<file path="src/rtl/mult_arbiter_if.sv">
// Bundle between the requesters, the shared multiplier and mult_arbiter.
//   req_valid/req_a/req_b  : per-requester request and packed 4-bit operands (slot i at [4i+3:4i])
//   req_ready              : one-hot accept pulse back to the granted requester
//   resp_valid/resp_id/resp_c : one-cycle response pulse, owner index and signed 8-bit product
//   busy                   : arbiter is not idle
//   mult_start/mult_a/mult_b : start pulse and operands towards the multiplier
//   mult_c                 : product from the multiplier
// Modport slave is the arbiter view; master is the requester/multiplier side.
interface mult_arbiter_if #(
  parameter int unsigned N = 4
) ();
  logic [N-1:0]   req_valid;
  logic [4*N-1:0] req_a;
  logic [4*N-1:0] req_b;
  logic [N-1:0]   req_ready;
  logic           resp_valid;
  logic [2:0]     resp_id;
  logic [7:0]     resp_c;
  logic           busy;
  logic           mult_start;
  logic [3:0]     mult_a;
  logic [3:0]     mult_b;
  logic [7:0]     mult_c;

  modport slave (
    input  req_valid, req_a, req_b, mult_c,
    output req_ready, resp_valid, resp_id, resp_c, busy, mult_start, mult_a, mult_b
  );

  modport master (
    output req_valid, req_a, req_b, mult_c,
    input  req_ready, resp_valid, resp_id, resp_c, busy, mult_start, mult_a, mult_b
  );
endinterface

</file>
<file path="src/rtl/mult_arbiter.sv">
// Round-robin arbiter/sequencer sharing one sequential 4x4 signed multiplier among N requesters.
// One operation in flight: accept in IDLE, pulse mult_start in ISSUE, count MULT_LAT cycles in
// WAIT, capture the product, then present it for one cycle in RESP tagged with the owner index.
//   clk  : rising-edge clock
//   rst  : synchronous active-high reset
//   bus  : mult_arbiter_if.slave (requests, responses, multiplier operands/product, busy)
module mult_arbiter #(
  parameter int unsigned N        = 4,
  parameter int unsigned MULT_LAT = 10,
  parameter int unsigned CW       = 4
) (
  input logic           clk,
  input logic           rst,
  mult_arbiter_if.slave bus
);

  typedef enum logic [1:0] {StIdle, StIssue, StWait, StResp} state_e;

  state_e        state_q, state_d;
  logic [2:0]    rr_ptr_q, rr_ptr_d;
  logic [2:0]    cur_id_q, cur_id_d;
  logic [2:0]    resp_id_q, resp_id_d;
  logic [3:0]    op_a_q, op_a_d;
  logic [3:0]    op_b_q, op_b_d;
  logic [CW-1:0] cnt_q, cnt_d;
  logic [7:0]    resp_c_q, resp_c_d;

  logic          found_hi, found_lo, found;
  logic [2:0]    win_hi, win_lo, win;
  logic [3:0]    sel_a, sel_b;
  logic [N-1:0]  ready;
  logic          drive_ops;

  // Winner search: first valid strictly above rr_ptr, otherwise the lowest valid at or below it,
  // which is the same as an upward search from rr_ptr+1 wrapping at N-1.
  always_comb begin
    found_hi = 1'b0;
    found_lo = 1'b0;
    win_hi   = '0;
    win_lo   = '0;
    for (int j = 0; j < int'(N); j++) begin
      if (bus.req_valid[j]) begin
        if (3'(j) > rr_ptr_q) begin
          if (!found_hi) begin
            found_hi = 1'b1;
            win_hi   = 3'(j);
          end
        end else if (!found_lo) begin
          found_lo = 1'b1;
          win_lo   = 3'(j);
        end
      end
    end
    found = found_hi | found_lo;
    win   = found_hi ? win_hi : win_lo;
  end

  // Operand mux and one-hot accept. Accept is suppressed while rst is high so a requester never
  // sees a grant for a request the reset edge will discard.
  always_comb begin
    sel_a = '0;
    sel_b = '0;
    ready = '0;
    for (int j = 0; j < int'(N); j++) begin
      if (3'(j) == win) begin
        sel_a    = bus.req_a[4*j +: 4];
        sel_b    = bus.req_b[4*j +: 4];
        ready[j] = (state_q == StIdle) && found && !rst;
      end
    end
  end

  always_comb begin
    state_d   = state_q;
    rr_ptr_d  = rr_ptr_q;
    cur_id_d  = cur_id_q;
    resp_id_d = resp_id_q;
    op_a_d    = op_a_q;
    op_b_d    = op_b_q;
    cnt_d     = cnt_q;
    resp_c_d  = resp_c_q;
    unique case (state_q)
      StIdle: begin
        if (found) begin
          rr_ptr_d = win;
          cur_id_d = win;
          op_a_d   = sel_a;
          op_b_d   = sel_b;
          state_d  = StIssue;
        end
      end
      StIssue: begin
        cnt_d   = CW'(MULT_LAT);
        state_d = StWait;
      end
      StWait: begin
        cnt_d = cnt_q - CW'(1);
        // Counter reaching 1 marks the cycle in which mult_c first holds the product.
        if (cnt_q == CW'(1)) begin
          resp_c_d  = bus.mult_c;
          resp_id_d = cur_id_q;
          state_d   = StResp;
        end
      end
      StResp: begin
        state_d = StIdle;
      end
      default: state_d = StIdle;
    endcase
  end

  always_ff @(posedge clk) begin
    if (rst) begin
      state_q   <= StIdle;
      rr_ptr_q  <= 3'(N - 1);
      cur_id_q  <= '0;
      resp_id_q <= '0;
      op_a_q    <= '0;
      op_b_q    <= '0;
      cnt_q     <= '0;
      resp_c_q  <= '0;
    end else begin
      state_q   <= state_d;
      rr_ptr_q  <= rr_ptr_d;
      cur_id_q  <= cur_id_d;
      resp_id_q <= resp_id_d;
      op_a_q    <= op_a_d;
      op_b_q    <= op_b_d;
      cnt_q     <= cnt_d;
      resp_c_q  <= resp_c_d;
    end
  end

  // Outputs decode the registered state only (besides the accept pulse).
  assign drive_ops      = (state_q == StIssue) || (state_q == StWait);
  assign bus.req_ready  = ready;
  assign bus.busy       = (state_q != StIdle);
  assign bus.mult_start = (state_q == StIssue);
  assign bus.mult_a     = drive_ops ? op_a_q : '0;
  assign bus.mult_b     = drive_ops ? op_b_q : '0;
  assign bus.resp_valid = (state_q == StResp);
  assign bus.resp_id    = resp_id_q;
  assign bus.resp_c     = resp_c_q;

endmodule

</file>
<file path="src/flat_wrapper.sv">
// flat-port wrapper written by rule: the top's interface ports become plain ports
module mult_arbiter_flat 
#(
  parameter int unsigned N        = 4,
  parameter int unsigned MULT_LAT = 10,
  parameter int unsigned CW       = 4
)
  (clk, rst, bus_req_valid, bus_req_a, bus_req_b, bus_mult_c, bus_req_ready, bus_resp_valid, bus_resp_id, bus_resp_c, bus_busy, bus_mult_start, bus_mult_a, bus_mult_b);
  mult_arbiter_if #(.N(N)) bus_i ();
  input logic clk;
  input logic rst;
  input wire logic [$bits(bus_i.req_valid)-1:0] bus_req_valid;
  input wire logic [$bits(bus_i.req_a)-1:0] bus_req_a;
  input wire logic [$bits(bus_i.req_b)-1:0] bus_req_b;
  input wire logic [$bits(bus_i.mult_c)-1:0] bus_mult_c;
  output wire logic [$bits(bus_i.req_ready)-1:0] bus_req_ready;
  output wire logic [$bits(bus_i.resp_valid)-1:0] bus_resp_valid;
  output wire logic [$bits(bus_i.resp_id)-1:0] bus_resp_id;
  output wire logic [$bits(bus_i.resp_c)-1:0] bus_resp_c;
  output wire logic [$bits(bus_i.busy)-1:0] bus_busy;
  output wire logic [$bits(bus_i.mult_start)-1:0] bus_mult_start;
  output wire logic [$bits(bus_i.mult_a)-1:0] bus_mult_a;
  output wire logic [$bits(bus_i.mult_b)-1:0] bus_mult_b;
  assign bus_i.req_valid = bus_req_valid;
  assign bus_i.req_a = bus_req_a;
  assign bus_i.req_b = bus_req_b;
  assign bus_i.mult_c = bus_mult_c;
  assign bus_req_ready = bus_i.req_ready;
  assign bus_resp_valid = bus_i.resp_valid;
  assign bus_resp_id = bus_i.resp_id;
  assign bus_resp_c = bus_i.resp_c;
  assign bus_busy = bus_i.busy;
  assign bus_mult_start = bus_i.mult_start;
  assign bus_mult_a = bus_i.mult_a;
  assign bus_mult_b = bus_i.mult_b;
  mult_arbiter #(.N(N), .MULT_LAT(MULT_LAT), .CW(CW)) u_core (.clk(clk), .rst(rst), .bus(bus_i));
endmodule
</file>
<file path="config.mk">
export PLATFORM = sky130hd
export DESIGN_NAME = mult_arbiter_flat
export DESIGN_NICKNAME = d
export VERILOG_FILES = /design/src/rtl/mult_arbiter_if.sv /design/src/rtl/mult_arbiter.sv /design/src/flat_wrapper.sv
export SDC_FILE = /design/constraint.sdc
export NUM_CORES = 1
export LEC_CHECK = 0
export BUFFER_PORTS_ARGS = -buffer_cell sky130_fd_sc_hd__buf_2
export CORE_AREA = 4 4 65 67
export DETAILED_ROUTE_END_ITERATION = 10
export DIE_AREA = 0 0 69 71
export GPL_TIMING_DRIVEN = 0
export PLACE_DENSITY = 0.75
export SLEW_MARGIN = 30
export SYNTH_ARGS = -nofsm -noshare
export SYNTH_HDL_FRONTEND = slang
export SYNTH_SLANG_ARGS = --single-unit
</file>
<file path="constraint.sdc">
create_clock -name clk -period 2.81 [get_ports clk]
set_input_delay 0.843 -clock clk [delete_from_list [all_inputs] [get_ports clk]]
set_output_delay 0.843 -clock clk [all_outputs]
set_load 0.03 [all_outputs]
</file>
Yosys cells after proc, flatten, opt, wreduce, memory -nomap -nowiden
Cells that the tools add are included.
{"block": "word_totals", "register_bits": 31, "latchBits": 0, "mem_bits_rw": 0, "romBits": 0, "input_bits": 46, "out_inout_bits": 26, "word_cells": 87, "mem_count": 0}
{"block": "op_classes", "addsub": 1, "n_mul": 0, "div": 0, "n_lt_le_gt_ge": 4, "eq_ne": 9, "shifts": 0, "muxes": 53, "bitwise": 1, "reduce_logical": 11}
{"cell": "$mux W3", "count": 17}
{"cell": "$mux W4", "count": 10}
{"cell": "$mux W1", "count": 22}
{"cell": "$pmux W2 S4", "count": 1}
{"cell": "$pmux W4 S2", "count": 1}
{"cell": "$eq A2 B3 Y1 const A", "count": 2}
{"cell": "$gt A1 B3 Y1 const A", "count": 2}
{"cell": "$gt A2 B3 Y1 const A", "count": 2}
{"cell": "$reduce_and A2 Y1", "count": 3}
{"cell": "$eq A2 B2 Y1 const B", "count": 2}
{"cell": "$eq A4 B1 Y1 const B", "count": 1}
{"cell": "$mux W2", "count": 2}
{"cell": "$ne A2 B1 Y1 const B", "count": 2}
{"cell": "$reduce_bool A2 Y1", "count": 2}
{"cell": "$sub A4 B1 Y4 const B", "count": 1}
{"cell": "$eq A1 B3 Y1 const A", "count": 1}
{"cell": "$logic_not A3 Y1", "count": 1}
{"cell": "$eq A2 B1 Y1 const B", "count": 1}
{"cell": "$logic_and A1 B1 Y1", "count": 2}
{"cell": "$logic_not A2 Y1", "count": 1}
{"cell": "$logic_not A1 Y1", "count": 1}
{"cell": "$logic_or A1 B1 Y1", "count": 1}
{"cell": "$or A1 B1 Y1", "count": 1}

Logic depth before layout (Yosys ltp)
Gate-level depths: netlist of run 1.
{"block": "logic_depth", "word_depth": 18, "mapped_depth": 7, "ltp_nobuf": 7}

Least setup slack after synthesis of run 1
No wires, ideal clock.
{"block": "synth_path", "path_kind": "input port to output port", "from": "input port bus_req_valid[3]", "to": "output port bus_req_ready[1]", "t_arrival_ns": 2.163, "required_time_ns": 1.967, "path_slack_ns": -0.196, "stages": 5, "path_buffers": 0, "path_cell_list": "and3b_1 -> o31ai_2 -> nand2_1 -> or2_1 -> nor2b_1"}
{"block": "synth_between", "elab_chain_cells": 5, "word_cells_on_any_way": 10, "classes_between": "eq/ne: 1; mux: 6; bitwise: 1; reduce/logical: 2"}
{"item": "start, declared", "line": "flat_wrapper.sv:12", "text": "input wire logic [$bits(bus_i.req_valid)-1:0] bus_req_valid;"}
{"item": "parallel branches: the longest is 4 deep, another holds $mux W3"}
{"item": "$mux W1 *", "line": "mult_arbiter.sv:65", "text": "if (3'(j) == win) begin"}
{"item": "end, declared", "line": "flat_wrapper.sv:16", "text": "output wire logic [$bits(bus_i.req_ready)-1:0] bus_req_ready;"}
Mark *: on every way between the ends.

Final worst setup path of run 1
Same ends and word-level chain as after synthesis.

==> results.py, run 1 <==
metrics = {
    "outcome": {
        "status": "finished with violations",
        "violations": "setup timing",
    },
    "yosys": {
        "seq_area_frac_synth_pct": 35.5,
        "ys_types": 37,
        "async_reset_ff_share_pct": 0,
        "syn_avg_cell_area_sq_um": 8.36,
        "netlist_area_sq_mm": 0.00158,
        "ys_warn_count": 0,
        "ys_ff_latch": 28,
        "synth_ff_type": "dfxtp_1",
        "synth_edf_count": 0,
        "synthesis.instances": 189,
        "synth_fp_nets": 242,
    },
    "layout": {
        "nFillCells": 332,
        "design_area_sq_mm": 0.00221,
        "finish.net_count": 323,
        "final_util_pct": 60.9,
        "areaGrowthSynthToFinish_pct": 40.0,
        "seq_area_sq_um": 561,
        "drive_above_1_share_pct": 37.2,
        "multi_input_area_sq_um": 987,
        "n_antenna_cell": 0,
        "fin_cells": 317,
    },
    "drt": {
        "ant_nets": 0,
        "wirelength_mm": 4.21,
        "drt-initial-drc-count": 91,
        "remaining_drc_errors": 0,
        "post_drt_via_cell_ratio": 5.05,
        "vias": 1600,
        "wire_per_inst_um": 13.3,
        "dr.pass1.iters": 4,
    },
    "setup_path": {
        "endpoint": "bus_req_ready[1]",
        "crit_start": "bus_req_valid[3]",
        "worstPathRequired_ns": 1.97,
        "reg2reg_from": "u_core.rr_ptr_q[1]$_SDFFE_PP1N_",
        "end_kind": "output pin",
        "cp-start-kind": "primary input",
        "ff2ff_setup_slack_ns": 0.79,
        "critPathMaxFanout": 5,
        "critPathArrivalTime_ns": 2.02,
        "worstSetupPathType": "primary input to output pin",
        "r2r_end": "u_core.op_a_q[1]$_SDFFE_PP0N_",
        "rr_worst_depth": 7,
    },
    "floorplan": {
        "die_height_um": 71,
        "core-area_sq_mm": 0.00363,
        "ios": 72,
        "die_area_sq_mm": 0.00490,
        "floorplan.initialDensity_pct": 43.5,
        "die_w_um": 69,
        "fp-row-count": 22,
    },
    "sta": {
        "fin_crit_sh_pct": 102,
        "slew_violations": 0,
        "rsz0062_at_grt": "true",
        "final.setup.worst_slack_ns": -0.0574,
        "skew_ns": 0.00408,
        "finalHoldViolations": 0,
        "finalCriticalPeriod_ns": 2.87,
        "max_freq_mhz": 349,
        "slew-limit-headroom_pct": 58.3,
        "finalSetupViolCount": 4,
        "tightestPinTransition_ns": 0.623,
        "fin_hold_ws_ns": 0.456,
    },
    "global_routing": {
        "grtUsageTotal_pct": 17.2,
        "grt_max_degree": 18,
        "grt_pass1_vias": 1509,
        "antenna_found_initial": 0,
        "grt.overflow.total": 0,
        "grt_pass1_wl_mm": 6.98,
    },
    "power": {
        "swShare_pct": 42.9,
        "powerDensity_mw_per_mm2": 900,
        "power_mw": 1.99,
        "p_leak_nw": 1.03,
        "p_sw_uw": 853,
        "clockPowerShare_pct": 16.2,
        "power_frac_seq_pct": 30.0,
        "combPwrFrac_pct": 53.8,
        "ir_worst_vdd_uv": 703,
        "p_int_mw": 1.14,
    },
    "clock_network": {
        "clk_pin_slew_ns": 0.10,
        "cts_buffers": 3,
        "clock-root-buffer": "clkbuf_8",
        "clockBufferDepth": 2,
        "cts_tree": "yes",
        "insertion_delay_ns": 0.28,
        "clock-sinks": 28,
        "h-tree-depth": 1,
    },
    "placement": {
        "place_congestion": 0.793,
        "dp_cells": 307,
        "dp_hpwl_mm": 3.06,
        "place.port_buffers": 70,
        "place_area_sq_mm": 0.00200,
    },
    "hold_path": {
        "min_path_type": "register to register",
    },
    "run": {
        "max_cap_violations": 0,
    },
}
-- cells in the mapped netlist, types with 2 or more instances --
library cell   n  area, sq um
inv_1         14         52.6
o21bai_1       7         52.6
a21oi_1       15         75.1
nor3_1         3         15.0
mux2i_1       12          120
nand3_1        4         20.0
o221ai_1       2         17.5
a211oi_1      19          143
nand2_1       22         82.6
clkbuf_1       5         18.8
nor2b_1        3         18.8
dfxtp_1       28          561
and2_1         8         50.1
nor2_1        15         56.3
nand2b_1       3         18.8
nand3b_1       2         15.0
ha_1           7         87.6
-- registers in the layout, indices dropped and copies added, names as in the netlist --
signal              cells
u_core.bus.resp_c       8
u_core.bus.resp_id      2
u_core.cnt_q            4
u_core.cur_id_q         2
u_core.op_a_q           4
u_core.op_b_q           4
u_core.rr_ptr_q         2
u_core.state_q          2
-- per-stage QoR --
stage,setup TNS (ns),setup WS [ns]
2_1_floorplan,-0.106,-0.0651
3_3_place_gp,-1.53,-0.558
3_5_place_dp,-1.62,-0.599
4_1_cts,-0.0627,-0.0309
5_1_grt,-0.285,-0.0917
6_report,-0.0998,-0.0574
-- per-layer routing --
metal	global-route usage, %	routed length (um)	vias to the layer above
li1	-	-	820
met1	19.9	1880	726
met2	30.1	1980	48
met3	3.98	276	6
met4	7.59	72	0
met5	0	0	-
-- area by class of cell --
cell class | instances | area share, %
multi-input cells | 139 | 44.6
clock inverters | 1 | 1.36
clock buffers | 3 | 1.87
flip-flops and latches | 28 | 25.3
inverters | 14 | 2.38
repair buffers | 78 | 19.8
well taps | 48 | 2.71
plain buffers | 6 | 1.92
-- worst min-delay path by stage --
stage               cells after the start                            endpoint  slack [ns]                               from
global route                            2   u_core.bus.resp_c[7]$_SDFFE_PP0P_        0.48  u_core.bus.resp_c[7]$_SDFFE_PP0P_
global placement                        2   u_core.bus.resp_c[0]$_SDFFE_PP0P_        0.44  u_core.bus.resp_c[0]$_SDFFE_PP0P_
CTS                                     2   u_core.bus.resp_c[0]$_SDFFE_PP0P_        0.46  u_core.bus.resp_c[0]$_SDFFE_PP0P_
finish                                  2   u_core.bus.resp_c[2]$_SDFFE_PP0P_        0.46  u_core.bus.resp_c[2]$_SDFFE_PP0P_
detailed placement                      2   u_core.bus.resp_c[0]$_SDFFE_PP0P_        0.44  u_core.bus.resp_c[0]$_SDFFE_PP0P_
floorplan                               2  u_core.bus.resp_id[0]$_SDFFE_PP0P_        0.43    u_core.cur_id_q[0]$_SDFFE_PP0N_
-- worst max-delay path: stages --
cell	delay [ns]
buf_8	0.11
and3b_2	0.22
o31ai_4	0.25
nand2_2	0.08
or2_4	0.27
nor2b_4	0.12
buf_6	0.13
-- cells by family (layout without fill, tap and decap cells) --
kind of cell,Yosys count,count (layout),synth area share (%)
and+or+nand+nor,67,67,20.9
AOI/OAI and AO/OA,52,52,23.7
DFF,28,28,35.5
buffers and inverters,22,102,6.57
muxes,12,12,7.60
adders and majority gates,7,7,5.54
other,1,1,0.237
-- power groups by stage --
stage	combinational, mW	clock [mW]	sequential (mW)
final	1.07	0.322	0.597
after floorplan	0.714	0	0.581
after CTS	1.05	0.326	0.594
after global routing	1.17	0.341	0.612
after global placement	0.930	0	0.595
after detailed placement	0.946	0	0.597
-- cells in the final DEF (no fill, tap or decap), types with 2 or more instances in the layout --
cell type | synthesis | final
nand3_1 | 4 | 4
mux2i_1 | 12 | 11
o221ai_1 | 2 | 2
nor2_4 | 0 | 2
o21bai_1 | 7 | 7
buf_6 | 0 | 2
ha_1 | 7 | 7
a211oi_1 | 19 | 19
clkbuf_8 | 0 | 3
clkbuf_1 | 5 | 4
nand3b_1 | 2 | 2
and2_1 | 8 | 8
inv_1 | 14 | 14
buf_2 | 1 | 65
buf_4 | 1 | 11
nor3_1 | 3 | 3
nand2_1 | 22 | 21
nor2_1 | 15 | 13
a21oi_1 | 15 | 14
nand2b_1 | 3 | 2
dfxtp_1 | 28 | 28
-- repair_timing --
item	CTS	global route
gates resized for setup	22	1
pin swaps	6	4
hold buffers	0	0
setup endpoints to repair	12	4
setup buffers	7	1
No activity file was read; power rests on OpenSTA's default activity.
==> run 2, diff against run 1 <==
--- a/config.mk
+++ b/config.mk
@@ -6,11 +6,12 @@
 export NUM_CORES = 1
 export LEC_CHECK = 0
 export BUFFER_PORTS_ARGS = -buffer_cell sky130_fd_sc_hd__buf_2
-export CORE_AREA = 4 4 65 67
+export CELL_PAD_IN_SITES_DETAIL_PLACEMENT = 2
+export CELL_PAD_IN_SITES_GLOBAL_PLACEMENT = 2
+export CORE_AREA = 4 4 85 87
 export DETAILED_ROUTE_END_ITERATION = 10
-export DIE_AREA = 0 0 69 71
-export GPL_TIMING_DRIVEN = 0
-export PLACE_DENSITY = 0.75
+export DIE_AREA = 0 0 89 91
+export PLACE_DENSITY_LB_ADDON = 0.1
 export SLEW_MARGIN = 30
 export SYNTH_ARGS = -nofsm -noshare
 export SYNTH_HDL_FRONTEND = slang
==> run 2 against run 1 <==
Effect of this change:
- the flow still finishes with violations (setup timing)
- clock-buffer cell count unchanged
- first-iteration DRC count down 74%
- clock power barely moved
- non-clock buffer count up 8
- highest routed layer unchanged
==> results.py, run 2 (same netlist as run 1, synthesis figures left out) <==
metrics = {
    "power": {
        "ir_worst_vdd_uv": 504,
        "powerDensity_mw_per_mm2": 891,
        "p_leak_nw": 1.09,
        "power_mw": 2.09,
    },
    "clock_network": {
        "insertion_delay_ns": 0.28,
        "clock-sinks": 28,
        "cts_buffers": 3,
        "clk_pin_slew_ns": 0.10,
        "clock-root-buffer": "clkbuf_8",
        "clockBufferDepth": 2,
        "cts_tree": "yes",
        "h-tree-depth": 1,
    },
    "floorplan": {
        "fp-row-count": 29,
        "die_height_um": 91,
        "floorplan.initialDensity_pct": 24.9,
        "core-area_sq_mm": 0.00635,
        "ios": 72,
        "die_w_um": 89,
        "die_area_sq_mm": 0.00810,
    },
    "placement": {
        "post-place-ws_ns": -0.203,
        "place.port_buffers": 70,
        "place_congestion": 0.730,
        "dp_hpwl_mm": 4.25,
        "place_area_sq_mm": 0.00210,
    },
    "sta": {
        "slew_violations": 0,
        "fin_hold_ws_ns": 0.461,
        "finalCriticalPeriod_ns": 2.89,
        "tightestPinTransition_ns": 0.692,
        "finalSetupViolCount": 4,
        "finalHoldViolations": 0,
        "rsz0062_at_grt": "true",
        "fin_crit_sh_pct": 103,
        "skew_ns": 0.00614,
        "slew-limit-headroom_pct": 53.7,
        "max_freq_mhz": 346,
        "final.setup.worst_slack_ns": -0.0777,
    },
    "setup_path": {
        "cp-start-kind": "primary input",
        "critPathMaxFanout": 3,
        "critPathArrivalTime_ns": 2.04,
        "end_kind": "output pin",
        "crit_start": "bus_req_valid[3]",
        "reg2reg_from": "u_core.state_q[0]$_SDFFE_PP0P_",
        "worstPathRequired_ns": 1.97,
        "worstSetupPathType": "primary input to output pin",
    },
    "drt": {
        "wire_per_inst_um": 15.8,
        "dr.pass1.iters": 4,
        "drt-initial-drc-count": 24,
        "wirelength_mm": 5.61,
        "vias": 1661,
        "remaining_drc_errors": 0,
        "ant_nets": 0,
        "post_drt_via_cell_ratio": 4.69,
    },
    "global_routing": {
        "grt_pass1_wl_mm": 9.38,
        "grt_max_degree": 18,
        "grt_pass1_vias": 1882,
        "grtUsageTotal_pct": 14.4,
        "grt.overflow.total": 0,
        "antenna_found_initial": 0,
    },
    "layout": {
        "areaGrowthSynthToFinish_pct": 48.5,
        "n_antenna_cell": 0,
        "nFillCells": 753,
        "finish.net_count": 331,
        "drive_above_1_share_pct": 41.5,
        "layout_common_cells": "buf_2, dfxtp_1, nand2_1",
        "design_area_sq_mm": 0.00235,
        "layout_commonest_cell": "buf_2",
        "largest_reg_flops": 8,
    },
    "outcome": {
        "violations": "setup timing",
        "status": "finished with violations",
    },
    "run": {
        "max_cap_violations": 0,
    },
    "hold_path": {
        "hp-start": "u_core.bus.resp_c[1]$_SDFFE_PP0P_",
        "min_path_type": "register to register",
    },
}
## run 2: layout make-up
cell class | instances | area, sq um | area share, %
clock buffer | 3 | 41.3 | 1.76
clock inverter | 1 | 30.0 | 1.28
inverter | 14 | 52.6 | 2.24
multi-input combinational | 139 | 991 | 42.2
sequential | 28 | 562 | 23.9
tap | 77 | 96.3 | 4.10
timing repair buffer | 92 | 574 | 24.5
## run 2: where the power goes
| group | leakage (nW) | switching [mW] | internal, mW |
|---|---|---|---|
| combinational | 0.824 | 0.683 | 0.483 |
| sequential | 0.229 | 0.0910 | 0.511 |
| clock | 0.0357 | 0.134 | 0.191 |
| total | 1.09 | 0.908 | 1.18 |
## run 2: worst paths after layout
kind                                                           to  slack [ns]  depth (start not counted)
worst min register to register  u_core.bus.resp_c[1]$_SDFFE_PP0P_        0.46                          2
worst max-delay path                             bus_req_ready[1]       -0.08                          7
worst min-delay path            u_core.bus.resp_c[1]$_SDFFE_PP0P_        0.46                          2
worst max register to register      u_core.op_b_q[3]$_SDFFE_PP0N_        0.79                         10
## run 2: metrics by stage
step	setup TNS [ns]	utilization, %	instances
final	-0.191	37.0	354
after global routing	-0.446	37.0	354
after CTS	-0.230	36.0	351
after detailed placement	-0.776	33.0	343
after global placement	-0.645	33.0	343
after floorplan	-0.106	-	189
## run 2: timing repair
item                       CTS  global route
buffers inserted             4             3
pin swaps                    5             4
hold buffers                 0             0
cloned                       0             0
resized for setup           21            13
setup endpoints to repair    4            10
## run 2: layer usage
| metal | part of all wire, % | vias to the layer above | GRT usage, % |
|---|---|---|---|
| met2 | 54 | 24 | 26.4 |
| li1 | - | 836 | - |
| met3 | 2.8 | 5 | 1.72 |
| met5 | 0 | - | 0 |
| met4 | 0.64 | 0 | 2.23 |
| met1 | 43 | 796 | 18.2 |
## run 2: worst max-delay path, stage by stage
cell,delay [ns]
buf_8,0.10
and3b_2,0.22
o31ai_4,0.24
nand2_2,0.11
or2_4,0.28
nor2b_2,0.12
buf_6,0.13
==> run 3, diff against run 2 <==
--- a/config.mk
+++ b/config.mk
@@ -8,9 +8,9 @@
 export BUFFER_PORTS_ARGS = -buffer_cell sky130_fd_sc_hd__buf_2
 export CELL_PAD_IN_SITES_DETAIL_PLACEMENT = 2
 export CELL_PAD_IN_SITES_GLOBAL_PLACEMENT = 2
-export CORE_AREA = 4 4 85 87
+export CORE_AREA = 4 4 88 90
 export DETAILED_ROUTE_END_ITERATION = 10
-export DIE_AREA = 0 0 89 91
+export DIE_AREA = 0 0 92 94
 export PLACE_DENSITY_LB_ADDON = 0.1
 export SLEW_MARGIN = 30
 export SYNTH_ARGS = -nofsm -noshare
==> constraint.sdc (replaced) <==
create_clock -name clk -period 2.5 [get_ports clk]
set_input_delay 0.75 -clock clk [delete_from_list [all_inputs] [get_ports clk]]
set_output_delay 0.75 -clock clk [all_outputs]
set_load 0.03 [all_outputs]
==> run 3 against run 2 <==
Effect of this change:
- register-to-register slack worse by 0.81 ns
- combinational power is 24% higher
- the flow still finishes with violations (setup timing)
- final cell count is 7.9% higher
- wire length is 1.6% lower
- clock-buffer cell count stayed put
- via count is 0.96% higher
- clock skew is 0.0043 ns lower
- sequential cell count stayed put
- critical endpoint unchanged
- sequential power is 10% higher
- total power is 18% higher
==> results.py, run 3 (same netlist as run 1, synthesis figures left out) <==
metrics = {
    "outcome": {
        "status": "finished with violations",
        "violations": "setup timing",
    },
    "power": {
        "ir_worst_vdd_uv": 495,
        "p_leak_nw": 1.12,
        "powerDensity_mw_per_mm2": 1010,
        "power_mw": 2.47,
    },
    "layout": {
        "finish.net_count": 337,
        "layout_common_cells": "buf_2, buf_4, dfxtp_1",
        "layout_commonest_cell": "buf_2",
        "areaGrowthSynthToFinish_pct": 54.6,
        "drive_above_1_share_pct": 44.5,
        "n_antenna_cell": 0,
        "largest_reg_flops": 8,
    },
    "setup_path": {
        "end_kind": "output pin",
        "crit_slowest_cell": "o31ai_4",
        "critPathTopFamily": "simple AND/OR/NAND/NOR gates",
        "crit_start": "bus_req_valid[3]",
        "ff2ff_setup_slack_ns": -0.02,
        "reg2reg_from": "u_core.rr_ptr_q[1]$_SDFFE_PP1N_",
        "endpoint": "bus_req_ready[1]",
        "slowest_delay_ns": 0.28,
        "r2r_end": "u_core.op_a_q[3]$_SDFFE_PP0N_",
        "rr_worst_depth": 14,
        "worstPathCellList": "buf_8, and3b_1, o31ai_4, nand2_2, or2_4, nor2b_4, buf_6",
        "path_buf_inv": 2,
        "critPathArrivalTime_ns": 1.93,
        "worstPathRequired_ns": 1.75,
        "path_depth": 7,
        "critPathMaxFanout": 4,
        "worstSetupPathType": "primary input to output pin",
        "cp-start-kind": "primary input",
    },
    "clock_network": {
        "clock-root-buffer": "clkbuf_8",
        "insertion_delay_ns": 0.28,
        "cts_tree": "yes",
        "clk_pin_slew_ns": 0.10,
        "clock-sinks": 28,
        "h-tree-depth": 1,
        "cts_buffers": 3,
        "ctsHoldBuffers": 0,
        "clockBufferDepth": 2,
    },
    "floorplan": {
        "die_height_um": 94,
        "core-area_sq_mm": 0.00706,
        "floorplan.initialDensity_pct": 22.4,
        "ios": 72,
        "die_w_um": 92,
        "die_area_sq_mm": 0.00865,
        "fp-row-count": 31,
    },
    "drt": {
        "vias": 1677,
        "ant_nets": 0,
        "dr.pass1.iters": 4,
        "post_drt_via_cell_ratio": 4.39,
        "remaining_drc_errors": 0,
        "wire_per_inst_um": 14.4,
        "drt-initial-drc-count": 25,
        "wirelength_mm": 5.52,
    },
    "sta": {
        "slew_violations": 0,
        "rsz0062_at_grt": "true",
        "fin_crit_sh_pct": 107,
        "skew_ns": 0.00183,
        "tightestPinTransition_ns": 0.667,
        "finalHoldViolations": 0,
        "finalCriticalPeriod_ns": 2.68,
        "finalSetupViolCount": 10,
        "slew-limit-headroom_pct": 55.3,
        "max_freq_mhz": 373,
        "final.setup.worst_slack_ns": -0.178,
    },
    "placement": {
        "place_congestion": 0.755,
        "post-place-ws_ns": -0.366,
        "place.port_buffers": 70,
        "dp_hpwl_mm": 4.31,
    },
    "hold_path": {
        "min_path_type": "register to register",
    },
    "global_routing": {
        "antenna_found_initial": 0,
        "grt.overflow.total": 0,
        "grt_max_degree": 29,
        "grtUsageTotal_pct": 12.9,
        "grt_pass1_vias": 1802,
        "grt_pass1_wl_mm": 8.99,
    },
    "run": {
        "max_cap_violations": 0,
    },
}
==> run 3: tightest hold or removal path, stage by stage (launching register included) <==
cell and delay (ns):
dfxtp_1 0.32, nand2_1 0.05, a21oi_1 0.05
==> run 3: worst min path at each step <==
stage                                           start                                 end  slack [ns]  cells past startpoint
detailed placement  u_core.bus.resp_c[1]$_SDFFE_PP0P_   u_core.bus.resp_c[1]$_SDFFE_PP0P_        0.45                      2
global route          u_core.cur_id_q[1]$_SDFFE_PP0N_  u_core.bus.resp_id[1]$_SDFFE_PP0P_        0.48                      2
CTS                 u_core.bus.resp_c[1]$_SDFFE_PP0P_   u_core.bus.resp_c[1]$_SDFFE_PP0P_        0.46                      2
global placement    u_core.bus.resp_c[3]$_SDFFE_PP0P_   u_core.bus.resp_c[3]$_SDFFE_PP0P_        0.44                      2
floorplan             u_core.cur_id_q[0]$_SDFFE_PP0N_  u_core.bus.resp_id[0]$_SDFFE_PP0P_        0.43                      2
finish              u_core.bus.resp_c[1]$_SDFFE_PP0P_   u_core.bus.resp_c[1]$_SDFFE_PP0P_        0.46                      2
==> run 3: where the power goes <==
part	internal [mW]	switching (mW)
clock network	0.215	0.148
logic	0.633	0.816
registers	0.575	0.0882
==> run 3: per-layer routing <==
| layer | part of all wire, % | vias up | track usage (%) |
|---|---|---|---|
| li1 | - | 845 | - |
| met1 | 46 | 799 | 16.7 |
| met2 | 50 | 29 | 22.7 |
| met3 | 3.4 | 4 | 1.76 |
| met4 | 0.74 | 0 | 2.97 |
| met5 | 0 | - | 0 |
==> run 3: metrics by stage <==
stage | area (sq um) | instances | setup TNS [ns] | utilization (%) | hold WS (ns)
5_1_grt | 2440 | 382 | -1.45 | 34.6 | 0.483
3_3_place_gp | 2190 | 369 | -1.06 | 31.0 | 0.443
4_1_cts | 2430 | 382 | -0.769 | 34.4 | 0.464
2_1_floorplan | 1630 | 189 | -0.0615 | - | 0.432
3_5_place_dp | 2190 | 369 | -1.20 | 31.0 | 0.448
6_report | 2440 | 382 | -0.701 | 34.6 | 0.459
==> run 3: layout make-up <==
cell class	instances	area (sq um)
timing repair buffer	98	607
fill	840	4620
clock inverter	1	30.0
multi-input combinational	139	1030
sequential	28	562
clock buffer	3	41.3
tap	99	124
inverter	14	52.6
==> run 3: what timing repair did <==
item	in CTS	in global routing
setup buffers	9	0
hold endpoints to repair	0	0
resized for setup	24	3
endpoints found under the setup margin	4	14
cloned	0	0
pin swaps	12	3
